## src/rtl/fpu_cmp_pkg.sv

```systemverilog
// Shared types, constants and IEEE-754 single-precision classification helpers
// for the FPU compare responder.
package fpu_cmp_pkg;

  typedef enum logic [2:0] {
    IDLE = 3'd0,
    CAPT = 3'd1,
    S1   = 3'd2,
    S2   = 3'd3,
    DONE = 3'd4
  } cmp_state_t;

  // Codes 6 and 7 are illegal and have no enumerator.
  typedef enum logic [2:0] {
    EQ = 3'd0,
    NE = 3'd1,
    GT = 3'd2,
    GE = 3'd3,
    LT = 3'd4,
    LE = 3'd5
  } cmp_op_t;

  localparam logic [7:0]  FP_EXP_ALL1 = 8'hFF;
  localparam int unsigned CMP_OP_BIT  = 3;

  typedef struct packed {
    logic        nan;
    logic        snan;
    logic        zero;
    logic        sign;
    logic [30:0] mag;
  } cls_t;

  function automatic logic is_nan(input logic [31:0] v);
    return (v[30:23] == FP_EXP_ALL1) && (v[22:0] != '0);
  endfunction

  // A NaN with a clear quiet bit signals.
  function automatic logic is_snan(input logic [31:0] v);
    return is_nan(v) && !v[22];
  endfunction

  function automatic logic is_zero(input logic [31:0] v);
    return v[30:0] == '0;
  endfunction

endpackage

```

## src/rtl/fpu_cmp_responder_if.sv

```systemverilog
// Decode/execute/flush handshake between the FPU driver and the compare responder.
interface fpu_cmp_responder_if #(
  parameter int unsigned OP_WIDTH = 8
);
  logic                flush;
  logic                decode;
  logic                execute;
  logic [OP_WIDTH-1:0] fpuOp;
  logic [31:0]         opA;
  logic [31:0]         opB;
  logic                compare;
  logic                validcompare;
  logic                cmp_inv;
  logic                busy;

  modport master (
    output flush, decode, execute, fpuOp, opA, opB,
    input  compare, validcompare, cmp_inv, busy
  );

  modport slave (
    input  flush, decode, execute, fpuOp, opA, opB,
    output compare, validcompare, cmp_inv, busy
  );
endinterface

```

## src/rtl/fpu_cmp_classify.sv

```systemverilog
// Combinational per-operand classifier: NaN, signalling NaN, zero, sign, magnitude.
module fpu_cmp_classify
  import fpu_cmp_pkg::*;
(
  input  logic [31:0] op,
  output cls_t        cls
);

  // Pure decode of the operand fields.
  always_comb begin
    cls      = '0;
    cls.nan  = is_nan(op);
    cls.snan = is_snan(op);
    cls.zero = is_zero(op);
    cls.sign = op[31];
    cls.mag  = op[30:0];
  end

endmodule

```

## src/rtl/fpu_cmp_responder.sv

```systemverilog
// Compare side of the FPU op handshake: captures operands on decode, classifies
// in S1, compares in S2, and holds the result until flush.
module fpu_cmp_responder
  import fpu_cmp_pkg::*;
#(
  parameter int unsigned OP_WIDTH   = 8,
  parameter int unsigned DATA_WIDTH = 32
) (
  input logic               clk,
  input logic               rst,
  fpu_cmp_responder_if.slave bus
);

  if (DATA_WIDTH != 32) begin : g_bad_data_width
    $error("fpu_cmp_responder: only DATA_WIDTH=32 is supported");
  end
  if (OP_WIDTH <= CMP_OP_BIT) begin : g_bad_op_width
    $error("fpu_cmp_responder: OP_WIDTH too narrow for the compare bit");
  end

  cmp_state_t  state, state_n;
  logic        cap_en;
  logic [31:0] a_q, b_q;
  cmp_op_t     op_q;
  cls_t        cls_a, cls_b, cls_a_q, cls_b_q;
  logic        res, inv;
  logic        compare_q, valid_q, inv_q;
  logic        is_cmp_op;
  logic        unused_op_bits;

  // Only bit 3 and the low op field matter to this responder.
  assign unused_op_bits = ^bus.fpuOp;
  assign is_cmp_op      = bus.fpuOp[CMP_OP_BIT];

  // State register.
  always_ff @(posedge clk) begin
    if (rst) state <= IDLE;
    else     state <= state_n;
  end

  // Next-state and capture enable; flush overrides decode/execute everywhere.
  always_comb begin
    state_n = state;
    cap_en  = 1'b0;
    if (bus.flush) begin
      state_n = IDLE;
    end else begin
      case (state)
        IDLE: if (bus.decode && is_cmp_op) begin
          state_n = CAPT;
          cap_en  = 1'b1;
        end
        // Execute wins over a simultaneous decode so the previously latched op runs.
        CAPT: begin
          if (bus.execute)                    state_n = S1;
          else if (bus.decode && is_cmp_op)   cap_en  = 1'b1;
        end
        S1:      state_n = S2;
        S2:      state_n = DONE;
        DONE:    state_n = DONE;
        default: state_n = IDLE;
      endcase
    end
  end

  // Operand/op capture registers.
  always_ff @(posedge clk) begin
    if (rst) begin
      a_q  <= '0;
      b_q  <= '0;
      op_q <= EQ;
    end else if (cap_en) begin
      a_q  <= bus.opA;
      b_q  <= bus.opB;
      op_q <= cmp_op_t'(bus.fpuOp[2:0]);
    end
  end

  fpu_cmp_classify u_cls_a (.op(a_q), .cls(cls_a));
  fpu_cmp_classify u_cls_b (.op(b_q), .cls(cls_b));

  // Classification is registered while in S1.
  always_ff @(posedge clk) begin
    if (rst) begin
      cls_a_q <= '0;
      cls_b_q <= '0;
    end else if (state == S1) begin
      cls_a_q <= cls_a;
      cls_b_q <= cls_b;
    end
  end

  // Compare evaluation from the registered classification.
  always_comb begin
    logic any_nan, any_snan, eq, lt, gt;
    any_nan  = cls_a_q.nan  || cls_b_q.nan;
    any_snan = cls_a_q.snan || cls_b_q.snan;
    eq = (cls_a_q.zero && cls_b_q.zero) ||
         ((cls_a_q.sign == cls_b_q.sign) && (cls_a_q.mag == cls_b_q.mag));
    if (eq)                              lt = 1'b0;
    else if (cls_a_q.sign != cls_b_q.sign) lt = cls_a_q.sign;
    else if (cls_a_q.sign)               lt = cls_a_q.mag > cls_b_q.mag;
    else                                 lt = cls_a_q.mag < cls_b_q.mag;
    gt  = !eq && !lt;
    res = 1'b0;
    inv = any_snan || any_nan;
    case (op_q)
      EQ: begin res = !any_nan && eq;         inv = any_snan; end
      NE: begin res = any_nan || !eq;         inv = any_snan; end
      GT: res = !any_nan && gt;
      GE: res = !any_nan && (gt || eq);
      LT: res = !any_nan && lt;
      LE: res = !any_nan && (lt || eq);
      default: begin res = 1'b0; inv = 1'b1; end
    endcase
  end

  // Result registers: loaded leaving S2, held in DONE, cleared by flush.
  always_ff @(posedge clk) begin
    if (rst || bus.flush) begin
      compare_q <= 1'b0;
      valid_q   <= 1'b0;
      inv_q     <= 1'b0;
    end else if (state == S2) begin
      compare_q <= res;
      valid_q   <= 1'b1;
      inv_q     <= inv;
    end
  end

  assign bus.compare      = compare_q;
  assign bus.validcompare = valid_q;
  assign bus.cmp_inv      = inv_q;
  assign bus.busy         = (state != IDLE);

endmodule
```

## src/flat_wrapper.sv

```systemverilog
// flat-port wrapper written by rule: the top's interface ports become plain ports
module fpu_cmp_responder_flat import fpu_cmp_pkg::*;
#(
  parameter int unsigned OP_WIDTH   = 8,
  parameter int unsigned DATA_WIDTH = 32
)
  (clk, rst, bus_flush, bus_decode, bus_execute, bus_fpuOp, bus_opA, bus_opB, bus_compare, bus_validcompare, bus_cmp_inv, bus_busy);
  fpu_cmp_responder_if #(.OP_WIDTH(OP_WIDTH)) bus_i ();
  input logic clk;
  input logic rst;
  input wire logic [$bits(bus_i.flush)-1:0] bus_flush;
  input wire logic [$bits(bus_i.decode)-1:0] bus_decode;
  input wire logic [$bits(bus_i.execute)-1:0] bus_execute;
  input wire logic [$bits(bus_i.fpuOp)-1:0] bus_fpuOp;
  input wire logic [$bits(bus_i.opA)-1:0] bus_opA;
  input wire logic [$bits(bus_i.opB)-1:0] bus_opB;
  output wire logic [$bits(bus_i.compare)-1:0] bus_compare;
  output wire logic [$bits(bus_i.validcompare)-1:0] bus_validcompare;
  output wire logic [$bits(bus_i.cmp_inv)-1:0] bus_cmp_inv;
  output wire logic [$bits(bus_i.busy)-1:0] bus_busy;
  assign bus_i.flush = bus_flush;
  assign bus_i.decode = bus_decode;
  assign bus_i.execute = bus_execute;
  assign bus_i.fpuOp = bus_fpuOp;
  assign bus_i.opA = bus_opA;
  assign bus_i.opB = bus_opB;
  assign bus_compare = bus_i.compare;
  assign bus_validcompare = bus_i.validcompare;
  assign bus_cmp_inv = bus_i.cmp_inv;
  assign bus_busy = bus_i.busy;
  fpu_cmp_responder #(.OP_WIDTH(OP_WIDTH), .DATA_WIDTH(DATA_WIDTH)) u_core (.clk(clk), .rst(rst), .bus(bus_i));
endmodule
```

## config.mk

```make
export PLATFORM = sky130hd
export DESIGN_NAME = fpu_cmp_responder_flat
export DESIGN_NICKNAME = d
export VERILOG_FILES = /design/src/rtl/fpu_cmp_pkg.sv /design/src/rtl/fpu_cmp_responder_if.sv /design/src/rtl/fpu_cmp_classify.sv /design/src/rtl/fpu_cmp_responder.sv /design/src/flat_wrapper.sv
export SDC_FILE = /design/constraint.sdc
export NUM_CORES = 1
export LEC_CHECK = 0
export ABC_CLOCK_PERIOD_IN_PS = 2600
export BUFFER_PORTS_ARGS = -buffer_cell sky130_fd_sc_hd__clkbuf_2
export CAP_MARGIN = 10
export CORE_ASPECT_RATIO = 1.2
export CORE_MARGIN = 8
export CORE_UTILIZATION = 50
export DETAILED_ROUTE_END_ITERATION = 7
export PLACE_DENSITY = 0.79
export SYNTH_ARGS = -nofsm -noshare
export SYNTH_HDL_FRONTEND = slang
export SYNTH_HIERARCHICAL = 1
export SYNTH_SLANG_ARGS = --single-unit
```

## constraint.sdc

```tcl
create_clock -name clk -period 2.6 [get_ports clk]
set_input_delay 0.26 -clock clk [delete_from_list [all_inputs] [get_ports clk]]
set_output_delay 0.26 -clock clk [all_outputs]
set_load 0.01 [all_outputs]
```

; Word-level counts from Yosys, hierarchy flattened
; Index checks and enable logic that the tools add are counted.
[classes]
magnitude_cmp = 2
n_eq_ne = 16
muxes = 12
n_reduce_logical = 38
[op_table]
columns = operator, count
row1 = $logic_not A31 Y1, 2
row2 = $reduce_bool A23 Y1, 2
row3 = $eq A31 B31 Y1, 1
row4 = $gt A31 B31 Y1, 1
row5 = $lt A31 B31 Y1, 1
row6 = $eq A8 B8 Y1 const B, 2
row7 = $logic_and A1 B1 Y1, 13
row8 = $eq A3 B2 Y1 const B, 4
row9 = $pmux W3 S4, 1
row10 = $eq A3 B3 Y1 const B, 3
row11 = $logic_or A1 B1 Y1, 8
row12 = $eq A3 B1 Y1 const B, 2
row13 = $logic_not A3 Y1, 2
row14 = $mux W1, 6
row15 = $mux W3, 2
row16 = $pmux W1 S6, 1
row17 = $reduce_or A2 Y1, 3
row18 = $logic_not A1 Y1, 5
row19 = $pmux W1 S2, 2
row20 = $reduce_or A4 Y1, 1
row21 = $reduce_bool A3 Y1, 1
row22 = $ne A2 B1 Y1 const B, 1
row23 = $ne A2 B2 Y1 const B, 1
row24 = $reduce_and A2 Y1, 1
row25 = 2 further kinds, 2
[word_totals]
ff_bits = 143
elab_cells = 85

; Depth between registers and ports, before layout
; Gate-level depths: netlist of run 1.
[depth]
ltp_word = 9
depth_mapped = 9
depth_no_buf = 9

; Hierarchy
; The synthesis of run 1 kept the hierarchy.
[by_module_without_submodules]
columns = mod, n_inst, cells_each, area_per_inst_um2, seq_area_each_um2
row1 = fpu_cmp_responder, 1, 779, 5969.5, 2862.7
row2 = fpu_cmp_classify, 2, 47, 347.8, 0.0

; Worst setup path after synthesis of run 1
; Ideal clock, no wire load.
[synth_path]
path_type = reg2reg
start = register u_core/cls_b_q[26] in the netlist's numbering
end = register u_core.compare_q (netlist: u_core/bus.compare)
arrival_time_ns = 1.959
setup_slack_ns = 0.517
stages_incl_launch_ff = 10
n_path_buf = 0
synth_period_minus_slack_ns = 2.083
path_cell_list = dfxtp_1 inv_1 ha_1 nand4_2 nor3_1 a22o_1 or4b_1 a31o_1 a31oi_1 o31ai_1
[synth_via]
elab_chain_len = 9
word_cells_on_any_way = 20
[synth_lines]
columns = item, line_no
row1 = from (decl), fpu_cmp_responder.sv:25  ; cls_t cls_a, cls_b, cls_a_q, cls_b_q;
row2 = from (signal assigned), fpu_cmp_responder.sv:89  ; cls_b_q <= cls_b;
row3 = "$lt A31 B31 Y1, or another cell as far along", fpu_cmp_responder.sv:103  ; else lt = cls_a_q.mag < cls_b_q.mag;
row4 = $mux W1 / $logic_and A1 B1 Y1 (equally long branches), "fpu_cmp_responder.sv:102, fpu_cmp_responder.sv:99"
row5 = $mux W1 / $logic_or A1 B1 Y1 (equally long branches), "fpu_cmp_responder.sv:101, fpu_cmp_responder.sv:98"
row6 = $mux W1, fpu_cmp_responder.sv:100  ; if (eq) lt = 1'b0;
row7 = $logic_not A1 Y1, fpu_cmp_responder.sv:104  ; gt = !eq && !lt;
row8 = $logic_and A1 B1 Y1, fpu_cmp_responder.sv:104
row9 = $logic_or A1 B1 Y1, fpu_cmp_responder.sv:111  ; GE: res = !any_nan && (gt || eq);
row10 = $logic_and A1 B1 Y1, fpu_cmp_responder.sv:111
row11 = $pmux W1 S6 (*), fpu_cmp_responder.sv:107  ; case (op_q)
row12 = to (signal assigned), fpu_cmp_responder.sv:125  ; compare_q <= res;
row13 = to (decl), fpu_cmp_responder.sv:27  ; logic compare_q, valid_q, inv_q;
; Every way passes the cells marked *; elsewhere a longest branch is shown, timed or not.
; A chain may end at the register's enable or synchronous reset.

; Worst setup path in the final report of run 1
[layout_path]
start = register u_core/cls_b_q[13] in the netlist's numbering
end = register u_core.compare_q (netlist: u_core/bus.compare)
; The elaborated chain is that of the path after synthesis.

==> impl_metrics.ini, run 1 <==
[run_status]
status = completed

[drt]
drt_pass1_iterations = 5
routed_wl_um = 15300
vias = 5589
routedWlPerCell_um = 14.7
antenna_left = 0
via_per_inst = 5.35
route.detailed.drc = 0
drtIter0Drc = 284

[synth]
synth.area.top_cells = dfxtp_1, nand2_1, a21oi_1, buf_4, ha_1
synthArstFlopShare = 0
yosys_warnings = 6
synth_edf_count = 0
synth_cell_type_count = 47
synth_cells = 873
syn_avg_cell_area_um2 = 7.63
yosysTopAreaCell = dfxtp_1
synth_nets = 981
ys.flop_type = dfxtp_1
ys_seq_elements = 143
synth_seq_area_share = 0.430
yosysTopAreaCellShare = 0.430
synth_area_um2 = 6670

[floorplan]
die_w_um = 121
die_h_um = 142
start_util = 0.508
coreArea_um2 = 13100
die_area_um2 = 17300
ios = 81
std_cell_rows = 46

[power_and_ir_drop]
pwr_density_cell_nw_per_um2 = 665
total_power_mw = 4.85
leakage_nw = 2.70
ir_worst_vdd_mv = 0.378

[final_layout]
final_cells = 1044
final_common_cell = nand2_1
fill_cells = 1237
syn2layout_area_growth_pct = 9.40
insertedDiodeCount = 0
nets = 974
drive_above_1_share = 0.144
final_cell_mix = nand2_1, a21oi_1, dfxtp_1, clkbuf_2, inv_1

[timing]
rsz0062_at_grt = no
tns_ns = 0
drv_slew = 0
period_minus_slack_ns = 2.39
worst_pin_slew_ns = 0.677
finalCritPeriodShare = 0.919
setup_viol = 0
hold_ws_ns = 0.0561
timing.final.hold_violations = 0
skew_ns = 0.00499
slew-limit-headroom = 0.549
worst_slack_ns = 0.210
fmax_mhz = 418

[grt]
grt_pass1_vias = 5370
track_usage = 0.179
grt_pass1_wl_um = 24800
grt_max_degree = 139
grt_overflow = 0
antenna_found_initial = 0

[clock_network]
post_cts_resize_count = 0
holdBufCountCts = 0
clkLatencyLatePin_ns = 0.42
h-tree-depth = 4
root_buffer = clkbuf_16
cts_sinks = 143
cts_buffer_depth = 2
clk_pin_slew_worst_paths_ns = 0.06
postCtsSetupRepairBufs = 0
cts_tree = built
cts_made_buffers = 17

[placed_design]
place.port_buffers = 76
dp.cells = 1015
gp_congestion = 0.843
dp_hpwl_um = 10500
pre_cts_ws_ns = 0.307

[setup_path]
crit_arrival_ns = 2.69
r2r_end = u_core/bus.compare$_SDFFE_PP0N_
rr_worst_depth = 9
path_class = flip-flop to flip-flop
rr_startpoint = u_core/cls_b_q[13]$_SDFFE_PP0N_
cp-end-kind = flip-flop
critPathRequiredTime_ns = 2.90
crit_path_max_fanout = 6
startpoint = u_core/cls_b_q[13]$_SDFFE_PP0N_
crit_path_start_kind = flip-flop
reg2reg_slack_ns = 0.21

[min_path]
min_delay_worst_endpoint = u_core/b_q[9]$_SDFFE_PP0P_
holdPathStages = 3
hp-class = primary input to flip-flop
hold_path.startpoint = bus_opB[9]

[flow_run]
maxCapViolCount = 0
==> registers in the layout, indices dropped and copies added, names as in the netlist <==
register,cells
u_core/a_q,32
u_core/b_q,32
u_core/bus.cmp_inv,1
u_core/bus.compare,1
u_core/bus.validcompare,1
u_core/cls_a_q,35
u_core/cls_b_q,35
u_core/op_q,3
u_core/state,3
==> per-layer routing <==
metal,global-route usage,part of all wire,vias to the layer above,wire length (um)
met5,0,0,-,0
met1,0.180,0.38,2616,5880
met3,0.0472,0.038,44,580
met4,0.0924,0.031,0,473
li1,-,-,2827,-
met2,0.330,0.55,102,8400
==> critical path, cell delays in order, from the launching register on <==
cell and delay (ns):
dfxtp_1 0.33, inv_1 0.05, ha_1 0.32, nand4_1 0.20, nor4_4 0.50, a31oi_1 0.17, o311ai_0 0.32, a21oi_1 0.13
a31oi_1 0.17, o31ai_1 0.09
==> worst max path at each step <==
stage,to,depth (start not counted)
5_1_grt,u_core/bus.compare$_SDFFE_PP0N_,9
3_3_place_gp,u_core/bus.compare$_SDFFE_PP0N_,9
4_1_cts,u_core/bus.compare$_SDFFE_PP0N_,9
6_report,u_core/bus.compare$_SDFFE_PP0N_,9
3_5_place_dp,u_core/bus.compare$_SDFFE_PP0N_,9
2_1_floorplan,u_core/bus.compare$_SDFFE_PP0N_,9
==> metrics by stage <==
step	cell area (um2)	utilization
floorplan	6670	-
global placement	6730	0.513
detailed placement	6730	0.513
CTS	7290	0.556
global route	7290	0.556
finish	7290	0.556
==> report_power, final <==
group	switching, mW	internal [mW]
Combinational	0.144	0.110
Clock	0.864	1.47
Sequential	0.0353	2.23
Total	1.04	3.81
==> cell families after synthesis <==
| kind of cell | share of synthesized area |
|---|---|
| compound gates | 0.150 |
| simple gates | 0.238 |
| fa+ha+maj | 0.0582 |
| buf+inv | 0.120 |
| flops | 0.430 |
| xor+xnor | 0.00131 |
| mux | 0.00300 |
==> final cells by class <==
class / instances / area, um2 / area share
sequential: 143 / 2860 / 0.393
clock inverter: 6 / 85.1 / 0.0117
inverter: 34 / 128 / 0.0175
multi-input combinational: 584 / 3020 / 0.414
clock buffer: 23 / 478 / 0.0655
timing repair buffer: 86 / 508 / 0.0697
tap: 168 / 210 / 0.0288
==> cell usage after synthesis, drive strengths merged (5+ instances only) <==
cell / instances
nand4: 11
and4: 5
a211oi: 8
a21oi: 152
nor2: 14
o21ai: 9
nand2: 290
dfxtp: 143
buf: 71
or4: 5
clkbuf: 41
nor3: 7
nor4: 15
ha: 31
inv: 34
No activity file was read; power rests on OpenSTA's default activity.
==> inputs of run 2 (changes only) <==
--- a/config.mk
+++ b/config.mk
@@ -12,6 +12,7 @@
 export CORE_MARGIN = 8
 export CORE_UTILIZATION = 50
 export DETAILED_ROUTE_END_ITERATION = 7
+export HOLD_SLACK_MARGIN = 0.08
 export PLACE_DENSITY = 0.79
 export SYNTH_ARGS = -nofsm -noshare
 export SYNTH_HDL_FRONTEND = slang
==> impl_metrics.ini, run 2 (synthesis gave the netlist of run 1 again) <==
[setup_path]
critPathRequiredTime_ns = 2.91
reg2reg_slack_ns = 0.16
crit_chain = inv_1 > ha_1 > nand4_1 > nor4_4 > a31oi_1 > o311ai_0 > a21oi_1 > a31oi_1 > o31ai_1
crit_path_start_kind = flip-flop
startpoint = u_core/cls_b_q[13]$_SDFFE_PP0N_
path_class = flip-flop to flip-flop
cp.depth = 9
endpoint = u_core/bus.compare$_SDFFE_PP0N_
rr_worst_depth = 9
crit_path_top_delay_cell = nor4_4
crit_arrival_ns = 2.74
r2r_end = u_core/bus.compare$_SDFFE_PP0N_
crit_buf_inv = 1
critical-path-max-stage-delay_ns = 0.51
rr_startpoint = u_core/cls_b_q[13]$_SDFFE_PP0N_
cpMostUsedCell = a31oi_1
cp-end-kind = flip-flop
path_delay_family = compound AO/OA/AOI/OAI gates
crit_path_max_fanout = 6

[clock_network]
clkLatencyLatePin_ns = 0.42
cts_sinks = 143
postCtsSetupRepairBufs = 0
root_buffer = clkbuf_16
cts_buffer_depth = 2
h-tree-depth = 4
cts_made_buffers = 17
clk_pin_slew_worst_paths_ns = 0.06
cts_tree = built

[drt]
wl_met1_um = 6420
antenna_left = 0
wl_met2_um = 9020
routed_wl_um = 16500
routedWlPerCell_um = 14.8
highest_layer = met4
via_per_inst = 5.31
vias = 5886
route.detailed.drc = 0
drt_pass1_iterations = 7
drtIter0Drc = 383
route.met3.wl_um = 529

[timing]
timing.final.hold_violations = 0
period_minus_slack_ns = 2.44
fmax_mhz = 410
drv_slew = 0
finalCritPeriodShare = 0.937
worst_pin_slew_ns = 0.694
rsz0062_at_grt = no
slew-limit-headroom = 0.537
skew_ns = 0.00594
hold_ws_ns = 0.0864
worst_slack_ns = 0.163
setup_viol = 0
tns_ns = 0

[power_and_ir_drop]
power_frac_clock = 0.473
pwr-share-comb = 0.068
pwr_density_cell_nw_per_um2 = 622
ir_worst_vdd_mv = 0.379
p_switching_mw = 1.07
internal_power_mw = 3.87
leakage_nw = 2.97
swShare = 0.217
total_power_mw = 4.94
p_seq_frac = 0.459

[placed_design]
gp_congestion = 0.843
pre_cts_ws_ns = 0.307
placed_area_um2 = 6730
dp.cells = 1015
place.port_buffers = 76
dp_hpwl_um = 10500

[run_status]
status = completed

[grt]
track_usage = 0.192
grt_max_degree = 139
antenna_found_initial = 0
grt_pass1_vias = 5724
grt_pass1_wl_um = 26600
grt_overflow = 0

[final_layout]
post-route-util = 0.605
top_regs = u_core/cls_a_q (35), u_core/cls_b_q (35)
syn2layout_area_growth_pct = 19.1
final_area_um2 = 7940
final_cells = 1109
final_cell_mix = nand2_1, a21oi_1, dfxtp_1, clkbuf_2, dlygate4sd3_1
final_common_cell = nand2_1
drive_above_1_share = 0.134
nets = 1038

[min_path]
hp-class = primary input to flip-flop

[floorplan]
ios = 81
std_cell_rows = 46
die_w_um = 121
coreArea_um2 = 13100
die_area_um2 = 17300
start_util = 0.508
die_h_um = 142

[flow_run]
maxCapViolCount = 0
run 2: cell count changes in the layout (fill, tap and decap cells not counted):
cell and change:
diode_2 +1, dlygate4sd3_1 +64
run 2: worst min-delay path by stage:
stage	to	slack, ns	cells after the start	startpoint
global placement	u_core/cls_b_q[31]$_SDFFE_PP0N_	0.44	2	u_core/b_q[31]$_SDFFE_PP0P_
CTS	u_core/b_q[25]$_SDFFE_PP0P_	0.08	3	bus_opB[25]
global route	u_core/a_q[25]$_SDFFE_PP0P_	0.09	3	bus_opA[25]
floorplan	u_core/state[2]$_SDFFE_PP0P_	0.34	1	bus_flush
finish	u_core/a_q[1]$_SDFFE_PP0P_	0.09	3	bus_opA[1]
detailed placement	u_core/cls_b_q[11]$_SDFFE_PP0N_	0.45	2	u_core/cls_b_q[11]$_SDFFE_PP0N_
run 2: worst register-to-register path, delay by kind of cell, from the launching register on:
kind                       cells  cell delay (ns)
AOI/OAI and AO/OA              5             0.92
adders and majority gates      1             0.32
buffers and inverters          1             0.05
DFF                            1             0.33
and+or+nand+nor                2             0.72
run 2: repair_timing:
item / CTS / global route
setup endpoints to repair: 0 / 0
hold buffers: 64 / 0
endpoints found under the hold margin: 64 / 0
gates resized for setup: 0 / 0
run 2: power by group through the flow:
stage | Sequential, mW | Combinational, mW | Clock (mW)
final | 2.27 | 0.336 | 2.34
after CTS | 2.26 | 0.332 | 2.36
after global placement | 2.31 | 0.247 | 0
after floorplan | 2.30 | 0.199 | 0
after global routing | 2.27 | 0.369 | 2.48
after detailed placement | 2.31 | 0.253 | 0
run 2: final cells by class:
class,count,area (um2)
diodes,1,2.50
well taps,168,210
inverters,34,128
repair buffers,150,1150
flip-flops and latches,143,2860
multi-input cells,584,3020
clock inverters,6,85.1
clock buffers,23,478
fillers,1151,5190
run 2: layer usage:
metal,track usage,vias up
li1,-,2952
met1,0.195,2766
met2,0.353,127
met3,0.0480,41
met4,0.0969,0
met5,0,-
